--- src/rtl/alu_pkg.sv ---
// Shared definitions for the ALU front end: default widths, op codes and the
// arbiter FSM state type.
package alu_pkg;

   localparam int XLEN_DEF = 32;
   localparam int OPW_DEF  = 4;
   localparam int STW_DEF  = 5;

   // Op code = {funct7[5], funct3}
   localparam logic [3:0] OP_ADD  = 4'b0000;
   localparam logic [3:0] OP_SUB  = 4'b1000;
   localparam logic [3:0] OP_SLL  = 4'b0001;
   localparam logic [3:0] OP_SLT  = 4'b0010;
   localparam logic [3:0] OP_SLTU = 4'b0011;
   localparam logic [3:0] OP_XOR  = 4'b0100;
   localparam logic [3:0] OP_SRL  = 4'b0101;
   localparam logic [3:0] OP_SRA  = 4'b1101;
   localparam logic [3:0] OP_OR   = 4'b0110;
   localparam logic [3:0] OP_AND  = 4'b0111;

   typedef enum logic [1:0] {IDLE, WAIT, RESP} state_t;

   // Width of a down-counter that must hold the value lat (never below one bit).
   function automatic int cnt_width(input int lat);
      return (lat < 2) ? 1 : $clog2(lat + 1);
   endfunction

endpackage

--- src/rtl/rr_arb2.sv ---
// Two-way round-robin arbiter: a lone requester always wins, a tie goes to the
// requester that was not served last. Purely combinational.
module rr_arb2 (
   input  logic       valid0,
   input  logic       valid1,
   input  logic       last,
   output logic [1:0] grant
);

   always_comb begin
      grant = 2'b00;
      if (valid0 && valid1) begin
         grant = last ? 2'b01 : 2'b10;
      end else if (valid0) begin
         grant = 2'b01;
      end else if (valid1) begin
         grant = 2'b10;
      end
   end

endmodule

--- src/rtl/alu_arbiter.sv ---
// Shares one clocked ALU between two requesters. One op in flight at a time;
// operands live in registers owned here so they stay put for the whole ALU latency.
module alu_arbiter
   import alu_pkg::*;
#(
   parameter int XLEN    = XLEN_DEF,
   parameter int OPW     = OPW_DEF,
   parameter int STW     = STW_DEF,
   parameter int ALU_LAT = 1
) (
   input  logic            clk,
   input  logic            rst_n,

   input  logic            req0_valid,
   output logic            req0_ready,
   input  logic [XLEN-1:0] req0_a,
   input  logic [XLEN-1:0] req0_b,
   input  logic [OPW-1:0]  req0_op,
   output logic            resp0_valid,
   input  logic            resp0_ready,
   output logic [XLEN-1:0] resp0_result,
   output logic [STW-1:0]  resp0_status,

   input  logic            req1_valid,
   output logic            req1_ready,
   input  logic [XLEN-1:0] req1_a,
   input  logic [XLEN-1:0] req1_b,
   input  logic [OPW-1:0]  req1_op,
   output logic            resp1_valid,
   input  logic            resp1_ready,
   output logic [XLEN-1:0] resp1_result,
   output logic [STW-1:0]  resp1_status,

   output logic [XLEN-1:0] alu_a,
   output logic [XLEN-1:0] alu_b,
   output logic [OPW-1:0]  alu_op,
   input  logic [XLEN-1:0] alu_result,
   input  logic [STW-1:0]  alu_status
);

   localparam int               CNT_W    = cnt_width(ALU_LAT);
   localparam logic [CNT_W-1:0] CNT_INIT = CNT_W'(ALU_LAT);

   state_t           state;
   logic [CNT_W-1:0] cnt;
   logic             owner;
   logic             last;
   logic [1:0]       grant;

   rr_arb2 u_arb (
      .valid0 (req0_valid),
      .valid1 (req1_valid),
      .last   (last),
      .grant  (grant)
   );

   // Ready looks only at state and the request valids, never at the response side.
   assign req0_ready = (state == IDLE) && grant[0];
   assign req1_ready = (state == IDLE) && grant[1];

   always_ff @(posedge clk or negedge rst_n) begin
      if (!rst_n) begin
         state        <= IDLE;
         cnt          <= '0;
         owner        <= 1'b0;
         last         <= 1'b1;
         alu_a        <= '0;
         alu_b        <= '0;
         alu_op       <= OPW'(OP_ADD);
         resp0_valid  <= 1'b0;
         resp0_result <= '0;
         resp0_status <= '0;
         resp1_valid  <= 1'b0;
         resp1_result <= '0;
         resp1_status <= '0;
      end else begin
         case (state)
            IDLE: begin
               // In IDLE a non-zero grant is exactly the accepting handshake.
               if (grant != 2'b00) begin
                  state  <= WAIT;
                  owner  <= grant[1];
                  last   <= grant[1];
                  cnt    <= CNT_INIT;
                  alu_a  <= grant[1] ? req1_a  : req0_a;
                  alu_b  <= grant[1] ? req1_b  : req0_b;
                  alu_op <= grant[1] ? req1_op : req0_op;
               end
            end
            WAIT: begin
               if (cnt == '0) begin
                  state <= RESP;
                  if (owner) begin
                     resp1_result <= alu_result;
                     resp1_status <= alu_status;
                     resp1_valid  <= 1'b1;
                  end else begin
                     resp0_result <= alu_result;
                     resp0_status <= alu_status;
                     resp0_valid  <= 1'b1;
                  end
               end else begin
                  cnt <= cnt - CNT_W'(1);
               end
            end
            RESP: begin
               if (owner ? resp1_ready : resp0_ready) begin
                  resp0_valid <= 1'b0;
                  resp1_valid <= 1'b0;
                  state       <= IDLE;
               end
            end
            default: state <= IDLE;
         endcase
      end
   end

endmodule

--- config.mk ---
export PLATFORM = sky130hd
export DESIGN_NAME = alu_arbiter
export DESIGN_NICKNAME = d
export VERILOG_FILES = /design/src/rtl/alu_pkg.sv /design/src/rtl/rr_arb2.sv /design/src/rtl/alu_arbiter.sv
export SDC_FILE = /design/constraint.sdc
export NUM_CORES = 1
export LEC_CHECK = 0
export ABC_AREA = 0
export BUFFER_PORTS_ARGS = -buffer_cell sky130_fd_sc_hd__buf_2
export CORE_ASPECT_RATIO = 0.75
export CORE_MARGIN = 3
export CORE_UTILIZATION = 39
export CTS_BUF_LIST = sky130_fd_sc_hd__clkbuf_8
export CTS_CLUSTER_SIZE = 30
export DETAILED_ROUTE_END_ITERATION = 10
export GPL_TIMING_DRIVEN = 0
export MAX_ROUTING_LAYER = met4
export PLACE_DENSITY = 0.7
export RECOVER_POWER = 50
export SYNTH_ARGS = -nofsm -noshare
export SYNTH_HDL_FRONTEND = slang
export SYNTH_SLANG_ARGS = --single-unit
--- constraint.sdc ---
create_clock -name clk -period 2.25 [get_ports clk]
set_clock_uncertainty 0.1 [all_clocks]
set_input_delay 0.1125 -clock clk [delete_from_list [all_inputs] [get_ports clk]]
set_output_delay 0.1125 -clock clk [all_outputs]
set_load 0.005 [all_outputs]
# ---- Yosys cells after proc, flatten, opt, wreduce, memory -nomap -nowiden
# Index checks and enable logic that the tools add are counted.
dict set report word_totals {
  elab_cells 59
  input_bits 179
  reg_bits 149
  output_inout_bits 146
}
dict set report classes {
  n_reduce_logical 14
  n_addsub 1
  n_mux 22
  n_bitwise 2
  eq_ne 7
}
# cell n
set ops {}
lappend ops {{two-way mux 32 bit} 2}
lappend ops {{two-way mux 2 bit} 7}
lappend ops {{AND reduction 3 bit} 3}
lappend ops {{two-way mux 1 bit} 8}
lappend ops {{!= test 2 bit, second input constant} 4}
lappend ops {{AND reduction 4 bit} 2}
lappend ops {{case mux 1 bit (2 select lines)} 3}
lappend ops {{case mux 2 bit (3 select lines)} 1}
lappend ops {{nonzero test 2 bit} 3}
lappend ops {{two-way mux 4 bit} 1}
lappend ops {{AND reduction 2 bit} 2}
lappend ops {{logical AND 1 bit} 3}
lappend ops {{equality test 2 x 1 -> 1 bit, second input constant} 1}
lappend ops {{equality test 2 bit, second input constant} 1}
lappend ops {{logical NOT 2 bit} 1}
lappend ops {{!= test 2 x 1 -> 1 bit, second input constant} 1}
lappend ops {{NOT 1 bit} 2}
lappend ops {{subtractor 1 bit, second input constant} 1}

# ---- Depth between registers and ports, before layout
dict set report depth {
  ltp_word 6
  ltp_mapped 5
  ltp_nobuf 3
}

# ---- Cells and area by module
# A second synthesis with hierarchy kept.
dict set report unflattened {
  hier_cells 406
  hier_area_um2 6542.5
}
# mod area_per_inst_um2 n_inst cells_per_inst
set modules_own_cells {}
lappend modules_own_cells {alu_arbiter 6523.8 1 403}
lappend modules_own_cells {rr_arb2 18.8 1 3}

# ---- Worst setup path before layout
# No wires, ideal clock.
dict set report synth_path {
  path_kind {register -> register}
  startpoint {register state[1]}
  endpoint {register resp1_result[10]}
  required_ps 2025
  t_arrival_ps 1526
  path_stages_with_launch 6
  slack_ps 500
  synth_period_minus_slack_ps 1750
  cell_sequence {dfrtp_1 > or3b_4 > nor2_4 > buf_6 > buf_8 > mux2_2}
}
dict set report synth_between {
  elab_chain_cells 2
}
# item line
set synth_rtl {}
lappend synth_rtl {{from (decl)} alu_arbiter.sv:44} ;# state_t state;
lappend synth_rtl {{from (signal assigned)} alu_arbiter.sv:63} ;# state <= IDLE;
lappend synth_rtl {{from (signal assigned)} alu_arbiter.sv:81} ;# state <= WAIT;
lappend synth_rtl {{from (signal assigned)} alu_arbiter.sv:92} ;# state <= RESP;
lappend synth_rtl {{equality test 2 x 1 -> 1 bit} alu_arbiter.sv:77} ;# case (state)
lappend synth_rtl {{AND reduction 3 bit (no source line)} --}
lappend synth_rtl {{to (signal assigned)} alu_arbiter.sv:94} ;# resp1_result <= alu_result;
lappend synth_rtl {{to (decl)} alu_arbiter.sv:31} ;# output logic [XLEN-1:0] resp1_result,
# Every way passes these cells.
# A chain may end at the register's enable or synchronous reset.

# ---- Worst setup path after layout
dict set report layout_path {
  startpoint {input req0_valid}
  endpoint {output req1_ready}
}
dict set report layout_between {
  elab_chain_cells 3
}
# item line
set layout_rtl {}
lappend layout_rtl {{from (decl)} alu_arbiter.sv:14} ;# input logic req0_valid,
lappend layout_rtl {{two-way mux 2 bit / logical AND 1 bit (equally long branches)} {rr_arb2.sv:14, rr_arb2.sv:12}}
lappend layout_rtl {{two-way mux 2 bit *} rr_arb2.sv:12} ;# if (valid0 && valid1) begin
lappend layout_rtl {{logical AND 1 bit *} alu_arbiter.sv:59} ;# assign req1_ready = (state == IDLE) && grant[1];
lappend layout_rtl {{to (decl)} alu_arbiter.sv:25} ;# output logic req1_ready,
# Mark *: on every way between the ends. The rest lies on a longest branch, timed or not.

==> results.sh <==
export IMPL_cts_setup_buffers=0
export IMPL_ant_nets=0
export IMPL_grt_antenna_before_repair=0
export IMPL_pre_cts_slack_ns=0.154
export IMPL_cp_required_ns=2.04
export IMPL_clockBufferDepth=2
export IMPL_top_layer_used="met4"
export IMPL_status="complete, but fails checks"
export IMPL_finalSetupTns_ns=0
export IMPL_worstPathArrival_ns=1.87
export IMPL_die_w_um=154
export IMPL_fin_util_pct=64.7
export IMPL_path_clk_slew_ns=0.08
export IMPL_area_growth_pct=61.8
export IMPL_powerDensity_mw_per_mm2=1130
export IMPL_core_area_mm2=0.0161
export IMPL_yosysSeqAreaShare_pct=57.9
export IMPL_drc=0
export IMPL_r2r_worst_path_cells=4
export IMPL_p_leak_nw=4.75
export IMPL_ys_seq_elements=149
export IMPL_max_cap_violations=1
export IMPL_fin_area_mm2=0.0104
export IMPL_met3_length_um=1300
export IMPL_worstSetupPathType="input port to primary output"
export IMPL_portBuffers=324
export IMPL_rsz0062_at_grt="no"
export IMPL_whs_ns=0.137
export IMPL_tightest_slew_ns=1.54
export IMPL_via_per_inst=4.78
export IMPL_drive_gt1_share_pct=51.8
export IMPL_fp_dieH_um=117
export IMPL_grt_use_total_pct=23.8
export IMPL_die_area_mm2=0.0181
export IMPL_avgSynthCellArea_um2=15.9
export IMPL_setup_ws_ns=0.172
export IMPL_root_buffer="clkbuf_8"
export IMPL_syn_cell_area_mm2=0.00644
export IMPL_dp_hpwl_um=12900
export IMPL_routedWlPerCell_um=17.9
export IMPL_end_kind="primary output"
export IMPL_insertion_delay_ns=0.43
export IMPL_grt_pass1_wl_um=32900
export IMPL_fin_cells=1151
export IMPL_vias=5505
export IMPL_synthCells=406
export IMPL_timing_final_crit_share_pct=92.3
export IMPL_cts_max_level=4
export IMPL_slew_headroom_pct=-2.85
export IMPL_cp_start_kind="input port"
export IMPL_drt_iter0_markers=223
export IMPL_cts_tree="yes"
export IMPL_period_needed_ns=2.08
export IMPL_routed_wl_um=20600
export IMPL_grt_ovfl_total=0
export IMPL_wl_met2_um=10600
export IMPL_hold_path_class="input port to register"
export IMPL_syn_nets=585
export IMPL_cts_buffers=17
export IMPL_first_pass_iters=4
export IMPL_grt_max_degree=91
export IMPL_cts_sinks=149
export IMPL_finalHoldViolCount=0
export IMPL_vdd_ir_drop_max_v=0.000685
export IMPL_final_common_cell="buf_2"
export IMPL_nets=1107
export IMPL_setup_violations=0
export IMPL_initial_core_util_pct=40.0
export IMPL_rows=40
export IMPL_maxSlewViolCount=60
export IMPL_path_max_fanout=10
export IMPL_violations="capacitance limit, slew limit"
export IMPL_fin_total_pwr_mw=11.8
export IMPL_placed_cell_area_mm2=0.00836
export IMPL_wl_met1_um=7840
export IMPL_yosys_warnings=0
export IMPL_dp_cells=941
export IMPL_whs_path_depth=4
export IMPL_fmax_ghz=0.481
export IMPL_synth_cell_types=23
export IMPL_grt_pass1_vias=6358
export IMPL_diodes=0
export IMPL_ios=325
export IMPL_most_common_layout_cells="241 x buf_2, 197 x mux2_2, 178 x dlygate4sd3_1"
export IMPL_gp_congestion=0.882
## state kept, by name (all words and copies together) (netlist names)
name	count
state	2
resp0_valid	1
resp0_status	5
alu_b	32
last	1
resp1_valid	1
owner	1
alu_op	4
resp1_status	5
resp1_result	32
cnt	1
resp0_result	32
alu_a	32
## cell usage after synthesis, drive strengths merged
library cell,number,share of area [%]
or3b,1,0.17
o21ai,3,0.23
a31oi,1,0.097
inv,3,0.17
nand2,4,0.23
a21o,3,0.35
dfrtp,148,57
a21oi,2,0.16
dfstp,1,0.41
and2,1,0.097
nand3b,1,0.12
mux2,211,37
nand3,1,0.078
a21boi,1,0.17
nor2,3,0.41
buf,22,3.0
## path summary, 6_finish.rpt
check | endpoint | slack [ns] | from
worst min register to register | resp1_valid | 0.39 | resp1_valid
worst max register to register | alu_a[30] | 0.20 | state[1]
worst min-delay path | resp1_valid | 0.14 | resp1_ready
worst max-delay path | req1_ready | 0.17 | req0_valid
max in group asynchronous | alu_a[12] | 0.46 | rst_n
min in group asynchronous | resp0_result[1] | 0.48 | rst_n
## layer usage
layer | GRT usage, % | vias to the layer above
li1 | - | 2503
met1 | 25.5 | 2692
met2 | 41.2 | 244
met3 | 6.34 | 66
met4 | 10.6 | 0
met5 | - | -
## layout make-up
| cell class | count | area (um2) |
|---|---|---|
| Clock inverter | 15 | 166 |
| Multi-Input combinational cell | 232 | 2520 |
| Tap cell | 210 | 263 |
| Fill cell | 1186 | 5690 |
| Buffer | 22 | 190 |
| Inverter | 3 | 11.3 |
| Timing Repair Buffer | 503 | 3310 |
| Clock buffer | 17 | 234 |
| Sequential cell | 149 | 3730 |
## worst max-delay path, cell delays in order
cell           delay [ns]
dlygate4sd3_1        0.55
buf_2                0.16
a21boi_4             0.30
buf_6                0.21
buf_6                0.21
and2_1               0.18
buf_2                0.14
## cells by family after synthesis
logic type      synth area share, %
simple gates                   1.11
flops                          57.9
mux                            36.9
compound gates                 1.01
buf+inv                        3.13
## where the power goes
| part | internal (mW) | switching (mW) | total, mW |
|---|---|---|---|
| logic | 2.78 | 2.09 | 4.87 |
| registers | 4.07 | 0.750 | 4.82 |
| clock network | 1.01 | 1.08 | 2.09 |
| total | 7.87 | 3.92 | 11.8 |
## repair_timing
action,4_1_cts,5_1_grt
endpoints found under the setup margin,1,0
hold endpoints to repair,204,0
hold buffers,178,0
resized for setup,1,0
No activity file was read; power rests on OpenSTA's default activity.
